File: config.mk
export PLATFORM = sky130hd
export DESIGN_NAME = alu_8bit
export DESIGN_NICKNAME = d
export VERILOG_FILES = /design/src/rtl/alu_8bit_pkg.sv /design/src/rtl/alu_8bit_core.sv /design/src/rtl/alu_8bit.sv
export SDC_FILE = /design/constraint.sdc
export NUM_CORES = 1
export LEC_CHECK = 0
export BUFFER_PORTS_ARGS = -buffer_cell sky130_fd_sc_hd__buf_2
export CAP_MARGIN = 25
export CORE_MARGIN = 2
export CORE_UTILIZATION = 50
export CTS_CLUSTER_DIAMETER = 30
export DETAILED_ROUTE_END_ITERATION = 7
export GPL_ROUTABILITY_DRIVEN = 0
export HOLD_SLACK_MARGIN = 0.02
export PLACE_DENSITY = 0.79
export SLEW_MARGIN = 5
export SYNTH_ARGS = -nofsm -noshare
export SYNTH_HDL_FRONTEND = slang
export SYNTH_SLANG_ARGS = --single-unit
File: constraint.sdc
create_clock -name clk -period 0.85 [get_ports clk]
set_input_delay 0.17 -clock clk [delete_from_list [all_inputs] [get_ports clk]]
set_output_delay 0.17 -clock clk [all_outputs]
set_load 0.03 [all_outputs]
File: src/rtl/alu_8bit_pkg.sv
// Shared opcode encodings for the 8-bit ALU and its datapath core.
package alu_8bit_pkg;

  localparam int OP_W = 3;

  localparam logic [OP_W-1:0] OP_ADD = 3'b000;
  localparam logic [OP_W-1:0] OP_SUB = 3'b001;
  localparam logic [OP_W-1:0] OP_AND = 3'b010;
  localparam logic [OP_W-1:0] OP_OR  = 3'b011;
  localparam logic [OP_W-1:0] OP_XOR = 3'b100;
  localparam logic [OP_W-1:0] OP_NOT = 3'b101;
  localparam logic [OP_W-1:0] OP_SHL = 3'b110;
  localparam logic [OP_W-1:0] OP_SHR = 3'b111;

endpackage

File: src/rtl/alu_8bit_core.sv
// Combinational ALU datapath: result and carry/borrow/shift-out for every opcode.
module alu_8bit_core
  import alu_8bit_pkg::*;
#(
  parameter int WIDTH = 8
) (
  input  logic [WIDTH-1:0] A,
  input  logic [WIDTH-1:0] B,
  input  logic [OP_W-1:0]  s,
  output logic [WIDTH-1:0] next_y,
  output logic             next_carry
);

  logic [WIDTH:0] w_sum;
  logic [WIDTH:0] w_diff;

  // One extra bit holds the carry out of the add and the borrow out of the subtract
  assign w_sum  = {1'b0, A} + {1'b0, B};
  assign w_diff = {1'b0, A} - {1'b0, B};

  always_comb begin
    next_y     = '0;
    next_carry = 1'b0;
    case (s)
      OP_ADD: {next_carry, next_y} = w_sum;
      OP_SUB: {next_carry, next_y} = w_diff;
      OP_AND: next_y = A & B;
      OP_OR:  next_y = A | B;
      OP_XOR: next_y = A ^ B;
      OP_NOT: next_y = ~A;
      OP_SHL: begin
        next_y     = {A[WIDTH-2:0], 1'b0};
        next_carry = A[WIDTH-1];
      end
      OP_SHR: begin
        next_y     = {1'b0, A[WIDTH-1:1]};
        next_carry = A[0];
      end
      default: begin
        next_y     = '0;
        next_carry = 1'b0;
      end
    endcase
  end

endmodule

File: src/rtl/alu_8bit.sv
// 8-bit ALU top: the core result is registered once per clk edge, cleared by async reset.
module alu_8bit #(
  parameter int WIDTH = 8
) (
  input  logic             clk,
  input  logic             rst_n,
  input  logic [WIDTH-1:0] A,
  input  logic [WIDTH-1:0] B,
  input  logic [2:0]       s,
  output logic [WIDTH-1:0] y,
  output logic             carry
);

  logic [WIDTH-1:0] w_next_y;
  logic             w_next_carry;

  alu_8bit_core #(
    .WIDTH(WIDTH)
  ) u_core (
    .A         (A),
    .B         (B),
    .s         (s),
    .next_y    (w_next_y),
    .next_carry(w_next_carry)
  );

  always_ff @(posedge clk or negedge rst_n) begin
    if (!rst_n) begin
      y     <= '0;
      carry <= 1'b0;
    end else begin
      y     <= w_next_y;
      carry <= w_next_carry;
    end
  end

endmodule

==> results of run 1 <==
==> repair_timing <==
action,in CTS,in global routing
pin swaps,31,30
buffers inserted,4,2
cloned,0,0
setup endpoints to repair,18,18
resized for setup,51,26
hold endpoints to repair,9,0
hold buffers,1,0
==> layout make-up <==
cell class              instances  area [um2]
multi-input cells             146        1460
repair buffers                 98         792
fillers                       128         358
flip-flops and latches          9         225
inverters                      26         110
well taps                      44        55.1
clock buffers                   4        26.3
==> path summary, 6_finish.rpt <==
kind	start	to	slack (ns)	cells after the start
max	B[1]	y[5]	-0.87	9
min	rst_n	y[0]	0.28	2
max in group asynchronous	rst_n	carry	0.38	2
min in group clk	s[1]	y[5]	0.35	3
==> state kept, by name, indices dropped and copies added, names as in the netlist <==
signal,cells
y,8
carry,1
==> worst max-delay path, delay by kind of cell <==
family                     cells  cell delay [ns]
AOI/OAI and AO/OA              5             1.05
and+or+nand+nor                1             0.17
adders and majority gates      1             0.28
buffers and inverters          2             0.20
==> placed cells by master, fill, tap and decap left out, drive strengths merged, types with 4 or more instances in the layout <==
master and instances:
a31oi 4, buf 97, nand2 11, nor3 6
clkbuf 4, a21oi 19, nor2 12, mux4 4
dfrtp 9, nand3 4, inv 24, ha 25
o21ai 9
==> through the flow <==
stage	utilization	area [um2]	power [mW]	hold WS, ns
after floorplan	-	1670	1.33	-0.126
after global placement	0.748	2260	1.81	0.0253
after detailed placement	0.748	2260	1.85	0.0282
after CTS	0.833	2520	2.39	0.282
after global routing	0.882	2670	2.79	0.300
final	0.882	2670	2.65	0.281
==> power by group <==
| part | internal (mW) | switching, mW | leakage, nW |
|---|---|---|---|
| Clock | 0.181 | 0.165 | 0.0150 |
| Sequential | 0.488 | 0.0329 | 0.107 |
| Combinational | 0.849 | 0.935 | 1.10 |
==> cells by family after synthesis <==
| group | count (synthesis) | synth area share |
|---|---|---|
| buf+inv | 37 | 0.116 |
| xor+xnor | 3 | 0.0166 |
| simple gates | 45 | 0.135 |
| mux | 7 | 0.0759 |
| fa+ha+maj | 27 | 0.223 |
| flops | 9 | 0.142 |
| compound gates | 64 | 0.291 |
==> per-layer routing <==
metal  vias to the layer above  wire (um)  GRT usage
met5                         -          0          0
li1                        868          -          -
met1                       927       2310      0.385
met3                        50        525     0.0476
met4                         0        379      0.121
met2                       155       3240      0.604
==> results.txt, run 1 <==
The run finished, with violations left. The final reports fail on DRC, setup timing. Cell count after placement: 317. The slowest stage of the critical path belongs to the cell o41a_1. The ratio of total power to cell area was 993 nW/um2. The tools report the placeable core area as 3030 um2.

Clock tree synthesis found a total of 9 sinks. The hold violation count in the final report is 0, and the number of vias after detailed routing is 2000. The logs give 2 for the maximum buffer depth of the clock tree and 1.00 ns for the data required time at the worst endpoint. The final wirelength was 6450 um; the time the final worst path needs with I/O delays and setup was 1.72 ns. The fraction of final layout cells with drive strength greater than 1 came out at 0.544. Dividing the detail-routed wire length by the instance count gives 19.7 um. The length of the first detailed-routing pass in iterations is 8.

In the synthesized netlist, the cells that appear most often are 25 x ha_1, 23 x inv_1, 19 x a21oi_1, 12 x nor2_1, 11 x nand2_1. The number of antenna diodes in the final layout is 0. The most common cell in the netlist was ha_1. Measured along the x axis, the die boundary spans 60.3 um. The final clock period utilization by the worst path is 2.03, and the via count of the first global-routing pass is 1975. The net count of the mapped netlist is 240, and the average size of a mapped cell is 8.24 um2. For the global-route usage over all layers, the log shows 0.331.

STA classifies the critical path startpoint as an input pin. For the slack of the critical path, the log shows -0.874 ns. The run gives -7.17 ns as the setup TNS after final layout.

The wire-length estimate of the detail-placed layout is 3760 um. Overall die height: 60.3 um. The tools report the H-tree depth as 1.

Static timing analysis puts the maximum clock frequency at 580 MHz. After synthesis the cells add up to 1580 um2. Setup violations remaining at the end of the flow were counted as 18.

30 I/O pins were placed. The growth of design area from synthesis to finish came out at 68.7%. After detailed routing, the number of vias per cell comes to 6.12.

The first-pass GRT wire length came out at 8970 um. Of all cell types, the one taking the most synthesized area is ha_1. The share of synthesized area occupied by flip-flops and latches is 0.142, and the async set-or-reset flop fraction in the synthesized netlist is 1.00. The number of port buffers is 29.

For this design the static power due to leakage is 1.22 nW. The count of non-filler cells in the finished layout is 327. The worst stage delay on the critical path was 0.32 ns. Entering global routing, the biggest net connects 18 pins. Synthesis inferred 9 register bits. The worst slack at placement is -1.12 ns. The number of antenna violations at the first check in global routing is 0. For the pin with the worst max-slew slack, the measured transition is 0.434 ns. The total die area is 3630 um2, and the worst IR drop on VDD is 429 uV. Synthesis produced a netlist whose cell count is 192.

The path type of the worst setup path was in2reg. Yosys mapped a number of flops with a built-in enable equal to 0. Setup repair after global routing could not meet its margin everywhere.

The run gives 0.708 as the relative max-transition margin. In this run the remaining antenna-violating nets after routing total 0. By area the synthesized netlist is led by ha_1 20%, dfrtp_1 14%, a21oi_1 6.0%. Traced cell by cell, the critical path runs through buf_8 -> clkinvlp_4 -> ha_4 -> a21o_1 -> a21o_4 -> a211oi_2 -> or4_4 -> a21oi_2 -> o41a_1. The worst-path maximum fanout is 3, and the number of DRC markers after the initial detailed-route iteration is 254.

The tool flagged a number of max-cap violations equal to 0. The cell sitting at the root of the clock tree is a clkbuf_4. The max-slew violation count is 0. For this run, the post-layout net count is 332. Clock tree synthesis inserted a total of 3 buffers. The worst hold path belongs to the class in2async. The remaining global-route overflow was 0. The tools report the initial core utilization as 0.523. The number of DRC violations after detailed routing is 13, and the fraction of post-synthesis cell area in the top cell type by area is 0.198.

STA classifies the critical path endpoint as a register. In this run the core area contains 20 standard-cell rows. For the total number of yosys warnings, the log shows 0.

The most used flip-flop cell after synthesis is dfrtp_1. Clock-pin slew of the registers on the worst-case setup and hold paths: 0.07 ns. The unique cell type count in the Yosys netlist is 55, and the arrival time at the worst endpoint is 1.88 ns. TritonCTS built the clock tree.
(Power assumes the default switching activity.)
==> inputs of run 2 (changes only) <==
==> constraint.sdc (replaced) <==
create_clock -name clk -period 0.85 [get_ports clk]
set_input_delay 0.17 -clock clk [delete_from_list [all_inputs] [get_ports clk]]
set_output_delay 0.17 -clock clk [all_outputs]
set_load 0.01 [all_outputs]
==> results.txt, run 2 (synthesis results as in run 1) <==
The largest registers in the layout are y x8, carry x1. The sum of buffers and inverters on the critical path was 2 (unchanged); the global-route usage over all layers was 0.332 (+0.00148). The clock root buffer master is clkbuf_4. The maximum buffer depth of the clock tree was 2 (unchanged); the slew at the pin closest to its max-slew limit was 0.530 ns (+0.0959 ns). The remaining global-route overflow is 0 (unchanged), and the number of ports placed on the die boundary is 30 (unchanged).

The residual antenna-violating net count after detailed routing came out at 0 (unchanged). Walking the worst path, the cells encountered are buf_2 -> inv_1 -> ha_2 -> nand2b_1 -> o311ai_4 -> a2111oi_4 -> a2111oi_4 -> xnor2_1 -> o221ai_1. The run finished, with violations left. Storage element area: 225 um2 (unchanged).

The fraction of final layout cells with drive strength greater than 1 came out at 0.509 (-0.0353). The placeable core area was 3030 um2 (unchanged); the setup TNS after final layout was -6.66 ns (+0.508 ns). The relative max-transition margin came out at 0.644 (-0.0647). Number of DRC violations after detailed routing: 0 (-13).

The tools report the multi-input gate area in the final layout as 1400 um2 (-4.5%). TritonCTS built the clock tree. The logs give 0 (unchanged) for the max-slew violation count and 0.271 ns (-0.00939 ns) for the worst hold slack after final layout. The overall die height is 60.3 um (unchanged).

The logs give 252 (-0.79%) for the number of DRC markers after the initial detailed-route iteration and -0.854 ns (+0.0196 ns) for the slack of the critical path. Arrival time at the worst endpoint: 1.84 ns (-0.04 ns). Number of max-cap violations: 0 (unchanged).

The number of port buffers is 29 (unchanged), and the number of flip-flops under the largest register name is 8 (unchanged). The time the final worst path needs with I/O delays and setup is 1.70 ns (-0.0196 ns). For the number of diodes added for antenna fixing, the log shows 0 (unchanged).

The tools report the total die area as 3630 um2 (unchanged). The logs give 3 (unchanged) for the number of buffers inserted during clock tree synthesis and 587 MHz (+1.1%) for the highest attainable clock frequency. The logs give 18 (unchanged) for the number of endpoints failing setup at the final stage and 5 (-3) for the length of the first detailed-routing pass in iterations. For the hold violation count in the final report, the log shows 0 (unchanged).

The clock-pin slew of the registers on the worst-case setup and hold paths is 0.07 ns (about the same), and the final clock period utilization by the worst path is 2.01 (-0.0230). The worst slack at placement was -1.12 ns (unchanged); the data required time at the worst endpoint was 0.98 ns (-0.02 ns). Number of vias after detailed routing: 2043 (+2.2%). Kind of start point of the critical path: an input pin. The tools report the final wirelength as 6240 um (-3.2%).

The worst IR drop on VDD is 392 uV (-8.5%). Count of standard-cell rows: 20 (unchanged). The via count of the first global-routing pass was 1937 (-1.9%); the die extent in x was 60.3 um (unchanged).

The cell family contributing the most delay on the critical path is compound AO/OA/AOI/OAI gates. The register name with the most flops is y. The ratio of total power to cell area is 946 nW/um2 (-4.8%). Leakage power: 1.20 nW (-2.1%). Class of the tightest hold or removal check: in2async.

The tools report the number of antenna violations at the first check in global routing as 0 (unchanged). The library cells used most frequently in the layout, excluding fill and tap cells, are 65 x buf_4, 20 x buf_2, 17 x ha_1. The cell type of the slowest stage on the worst timing path was a2111oi_4. The routed length per placed instance is 19.1 um (-3.2%), and the initial core utilization is 0.523 (unchanged).

Compared with the post-synthesis result, the final layout area differs by 61.6%. Path type of the worst setup path: in2reg. The worst setup path is captured at a register. Detail-routed via count per cell: 6.25 (+2.1%). The library cell used most frequently in the layout, excluding fill and tap cells, is buf_4.

Number of nets in the finished design: 332 (unchanged). Worst stage delay on the critical path: 0.43 ns (+0.11 ns). The worst-path maximum fanout works out to 4 (+1). H-tree depth: 1 (unchanged). Estimated wirelength of the detail-placed design: 3760 um (unchanged). The first-pass GRT wire length is 9040 um (+0.77%), and the largest net degree at the start of global routing is 18 (unchanged). The number of clock sinks seen by CTS was 9 (unchanged). The run gives 163 (+27%) as the total of fill cells in the finished design. By instance count, the cell type seen most on the critical path is a2111oi_4. Setup repair after global routing could not meet its margin everywhere. The checks that failed: setup timing.
==> run 2: cell counts in the layout (fill, tap and decap cells not counted) <==
No cell type changed its count.
==> run 2: area by class of cell <==
type,instances,share of cell area
flip-flops and latches,9,0.0881
multi-input cells,146,0.546
well taps,44,0.0215
inverters,26,0.0431
repair buffers,98,0.291
clock buffers,4,0.0103
==> run 2: metrics by stage <==
step | utilization | total power [mW] | cell area [um2] | cells
floorplan | - | 1.24 | 1670 | 192
global placement | 0.748 | 1.72 | 2260 | 317
detailed placement | 0.748 | 1.76 | 2260 | 317
CTS | 0.814 | 2.21 | 2460 | 325
global route | 0.845 | 2.53 | 2560 | 327
finish | 0.845 | 2.42 | 2560 | 327
==> run 2: worst max path at each step <==
stage	from	endpoint	slack, ns	cells past startpoint
final	B[2]	y[7]	-0.85	9
after floorplan	A[1]	y[5]	-0.86	8
after CTS	B[1]	y[7]	-0.81	9
after global placement	A[1]	y[5]	-1.06	9
after global routing	B[2]	y[7]	-0.89	9
after detailed placement	A[1]	y[7]	-1.12	9
==> run 2: layer usage <==
metal	wire, um	vias to the layer above	track usage
met2	3020	173	0.579
met5	0	-	0
li1	-	869	-
met1	2250	949	0.394
met4	447	0	0.178
met3	520	52	0.0346
==> run 2: where the power goes <==
part | leakage (nW) | internal [mW] | switching, mW
Sequential | 0.107 | 0.487 | 0.0181
Clock | 0.0150 | 0.181 | 0.159
Combinational | 1.08 | 0.765 | 0.807
==> run 2: what timing repair did <==
item                                   in CTS  in global routing
setup buffers                               4                  2
pin swaps                                  31                 13
endpoints found under the hold margin       9                  0
gates resized for setup                    33                 15
setup endpoints to repair                  18                 18
hold buffers                                1                  0
==> inputs of run 3 (changes only) <==
--- a/config.mk
+++ b/config.mk
@@ -9,12 +9,14 @@
 export CAP_MARGIN = 25
 export CORE_MARGIN = 2
 export CORE_UTILIZATION = 50
+export CTS_BUF_LIST = sky130_fd_sc_hd__clkbuf_4 sky130_fd_sc_hd__clkbuf_8
 export CTS_CLUSTER_DIAMETER = 30
 export DETAILED_ROUTE_END_ITERATION = 7
 export GPL_ROUTABILITY_DRIVEN = 0
 export HOLD_SLACK_MARGIN = 0.02
-export PLACE_DENSITY = 0.79
+export PLACE_DENSITY = 0.82
 export SLEW_MARGIN = 5
 export SYNTH_ARGS = -nofsm -noshare
 export SYNTH_HDL_FRONTEND = slang
 export SYNTH_SLANG_ARGS = --single-unit
+export TNS_END_PERCENT = 100
==> results.txt, run 3 (synthesis results as in run 1) <==
The worst slack at placement was -1.17 ns (-0.0468 ns); the clock-pin slew of the registers on the worst-case setup and hold paths was 0.07 ns (about the same). Number of flip-flops under the largest register name: 8 (unchanged). Setup repair after global routing could not meet its margin everywhere.

The tools report the worst IR drop on VDD as 423 uV (+7.7%). The tools report the relative max-transition margin as 0.673 (+0.0289). Clock root buffer master: clkbuf_4.

The residual antenna-violating net count after detailed routing is 0 (unchanged), and the growth of design area from synthesis to finish is 61.5% (about the same). The number of endpoints failing setup at the final stage was 17 (-1); the remaining global-route overflow was 0 (unchanged). The portion of total power attributed to combinational logic is 0.638 (-0.012), and the number of vias after detailed routing is 1954 (-4.4%). The final reports fail on setup timing.

The critical path goes through buf_8 -> clkinvlp_4 -> buf_4 -> ha_2 -> o311ai_4 -> a21oi_2 -> xnor2_2 -> nor3_1 -> o41a_1. The initial core utilization is 0.523 (unchanged), and the number of buffers inserted during clock tree synthesis is 3 (unchanged). Time the final worst path needs with I/O delays and setup: 1.77 ns (+0.0620 ns).

The largest net degree at the start of global routing is 15 (-3), and the count of non-filler cells in the finished layout is 326 (-0.31%). Final wirelength: 5910 um (-5.4%). Class of the tightest hold or removal check: in2async.

The part of the total power dissipated in the clock network is 0.159 (+0.018). The final clock period utilization by the worst path was 2.08 (+0.0729); the number of max-cap violations was 0 (unchanged). The register share of total power was 0.203 (-0.006).

Number of nets in the finished design: 331 (-0.30%). The logs give 7 (+2) for the length of the first detailed-routing pass in iterations and 9 (unchanged) for the number of clock sinks seen by CTS. The tools report the data required time at the worst endpoint as 1.01 ns (+0.03 ns). The cell type of the slowest stage on the worst timing path is o41a_1.

The ratio of total power to cell area is 967 nW/um2 (+2.3%). The slew at the pin closest to its max-slew limit was 0.490 ns (-0.0403 ns). The die extent in x was 60.3 um (unchanged).

Register name with the most flops: y. The run finished, with violations left. The fraction of power spent switching nets is 0.408 (+0.000839), and the number of port buffers is 29 (unchanged). The logs give 1.93 ns (+0.09 ns) for the arrival time at the worst endpoint and -0.916 ns (-0.0620 ns) for the slack of the critical path. The count of standard-cell rows came out at 20 (unchanged).

The cell count after placement is 315 (-0.63%), and the routed length per placed instance is 18.1 um (-5.1%). The number of diodes added for antenna fixing was 0 (unchanged); the number of DRC violations after detailed routing was 0 (unchanged). The global-route usage over all layers is 0.298 (-0.0341), and the number of antenna violations at the first check in global routing is 0 (unchanged). The detail-routed via count per cell was 5.99 (-4.1%). The kind of start point of the critical path was an input pin. The via count of the first global-routing pass was 1750 (-9.7%); the max-slew violation count was 0 (unchanged). The share of the core filled with cells in the final layout came out at 0.844 (about the same). The largest registers in the layout are y x8, carry x1.

For the first-pass GRT wire length, the log shows 8050 um (-11%). The sort of element at the end of the critical path was a register. The number of ports placed on the die boundary was 30 (unchanged); the overall die height was 60.3 um (unchanged).

The library cell used most frequently in the layout, excluding fill and tap cells, is buf_4. The library cells used most frequently in the layout, excluding fill and tap cells, are 62 x buf_4, 23 x buf_2, 18 x inv_1. TritonCTS built the clock tree.

The estimated wirelength of the detail-placed design was 3560 um (-5.5%). The maximum buffer depth of the clock tree was 2 (unchanged). The tools report the placeable core area as 3030 um2 (unchanged).

The worst-path maximum fanout is 3 (-1). The fraction of final layout cells with drive strength greater than 1 is 0.518 (+0.00890). The worst setup path is of the in2reg kind. H-tree depth: 1 (unchanged). The logs give 1.21 nW (+0.85%) for the leakage power and 175 (-31%) for the number of DRC markers after the initial detailed-route iteration. The highest attainable clock frequency came out at 566 MHz (-3.5%). The hold violation count in the final report is 0 (unchanged), and the total internal power is 1.46 mW (+2.1%). The total die area was 3630 um2 (unchanged). The net switching component of the power was 1.01 mW (+2.4%). The worst stage delay on the critical path came out at 0.38 ns (-0.05 ns).
-- run 3: area by class of cell --
| cell class | instances | area [um2] |
|---|---|---|
| Multi-Input combinational cell | 146 | 1400 |
| Timing Repair Buffer | 97 | 738 |
| Sequential cell | 9 | 225 |
| Fill cell | 172 | 472 |
| Tap cell | 44 | 55.1 |
| Clock buffer | 4 | 30.0 |
| Inverter | 26 | 108 |
-- run 3: routing by layer --
layer | vias up | GRT usage | part of all wire
met3 | 46 | 0.0563 | 0.095
met5 | - | 0 | 0
li1 | 867 | - | -
met2 | 161 | 0.511 | 0.47
met4 | 0 | 0.121 | 0.062
met1 | 880 | 0.362 | 0.37
-- run 3: timing repair --
item,4_1_cts,5_1_grt
setup endpoints to repair,18,18
buffers inserted,6,1
endpoints found under the hold margin,9,0
resized for setup,23,21
pin swaps,23,23
hold buffers,1,0
-- run 3: critical path: cells and delay by family --
| family | cells | cell delay (ns) |
|---|---|---|
| AO/OA/AOI/OAI | 3 | 0.88 |
| buffers and inverters | 3 | 0.34 |
| XOR/XNOR | 1 | 0.23 |
| adder cells (fa/ha/maj) | 1 | 0.19 |
| AND/OR/NAND/NOR | 1 | 0.11 |
-- run 3: worst max path at each step --
stage	cells past startpoint	start	slack (ns)	end
after floorplan	8	A[1]	-0.86	y[5]
after global routing	9	B[2]	-0.99	y[7]
final	9	B[1]	-0.92	y[5]
after CTS	9	A[1]	-0.84	y[5]
after global placement	9	A[1]	-1.08	y[5]
after detailed placement	9	A[1]	-1.17	y[5]
-- run 3: stage by stage --
step	total power [mW]	hold slack, ns	TNS [ns]	area [um2]
2_1_floorplan	1.24	-0.126	-5.53	1670
3_3_place_gp	1.70	0.0231	-7.87	2260
3_5_place_dp	1.74	0.0284	-8.26	2260
4_1_cts	2.22	0.269	-6.06	2430
5_1_grt	2.59	0.289	-7.63	2560
6_report	2.47	0.266	-6.92	2560
-- run 3: power groups by stage --
stage	Combinational [mW]	Sequential [mW]	Clock, mW
floorplan	0.691	0.545	0
global placement	1.20	0.506	0
detailed placement	1.24	0.508	0
CTS	1.34	0.500	0.384
global route	1.67	0.508	0.412
finish	1.58	0.502	0.394
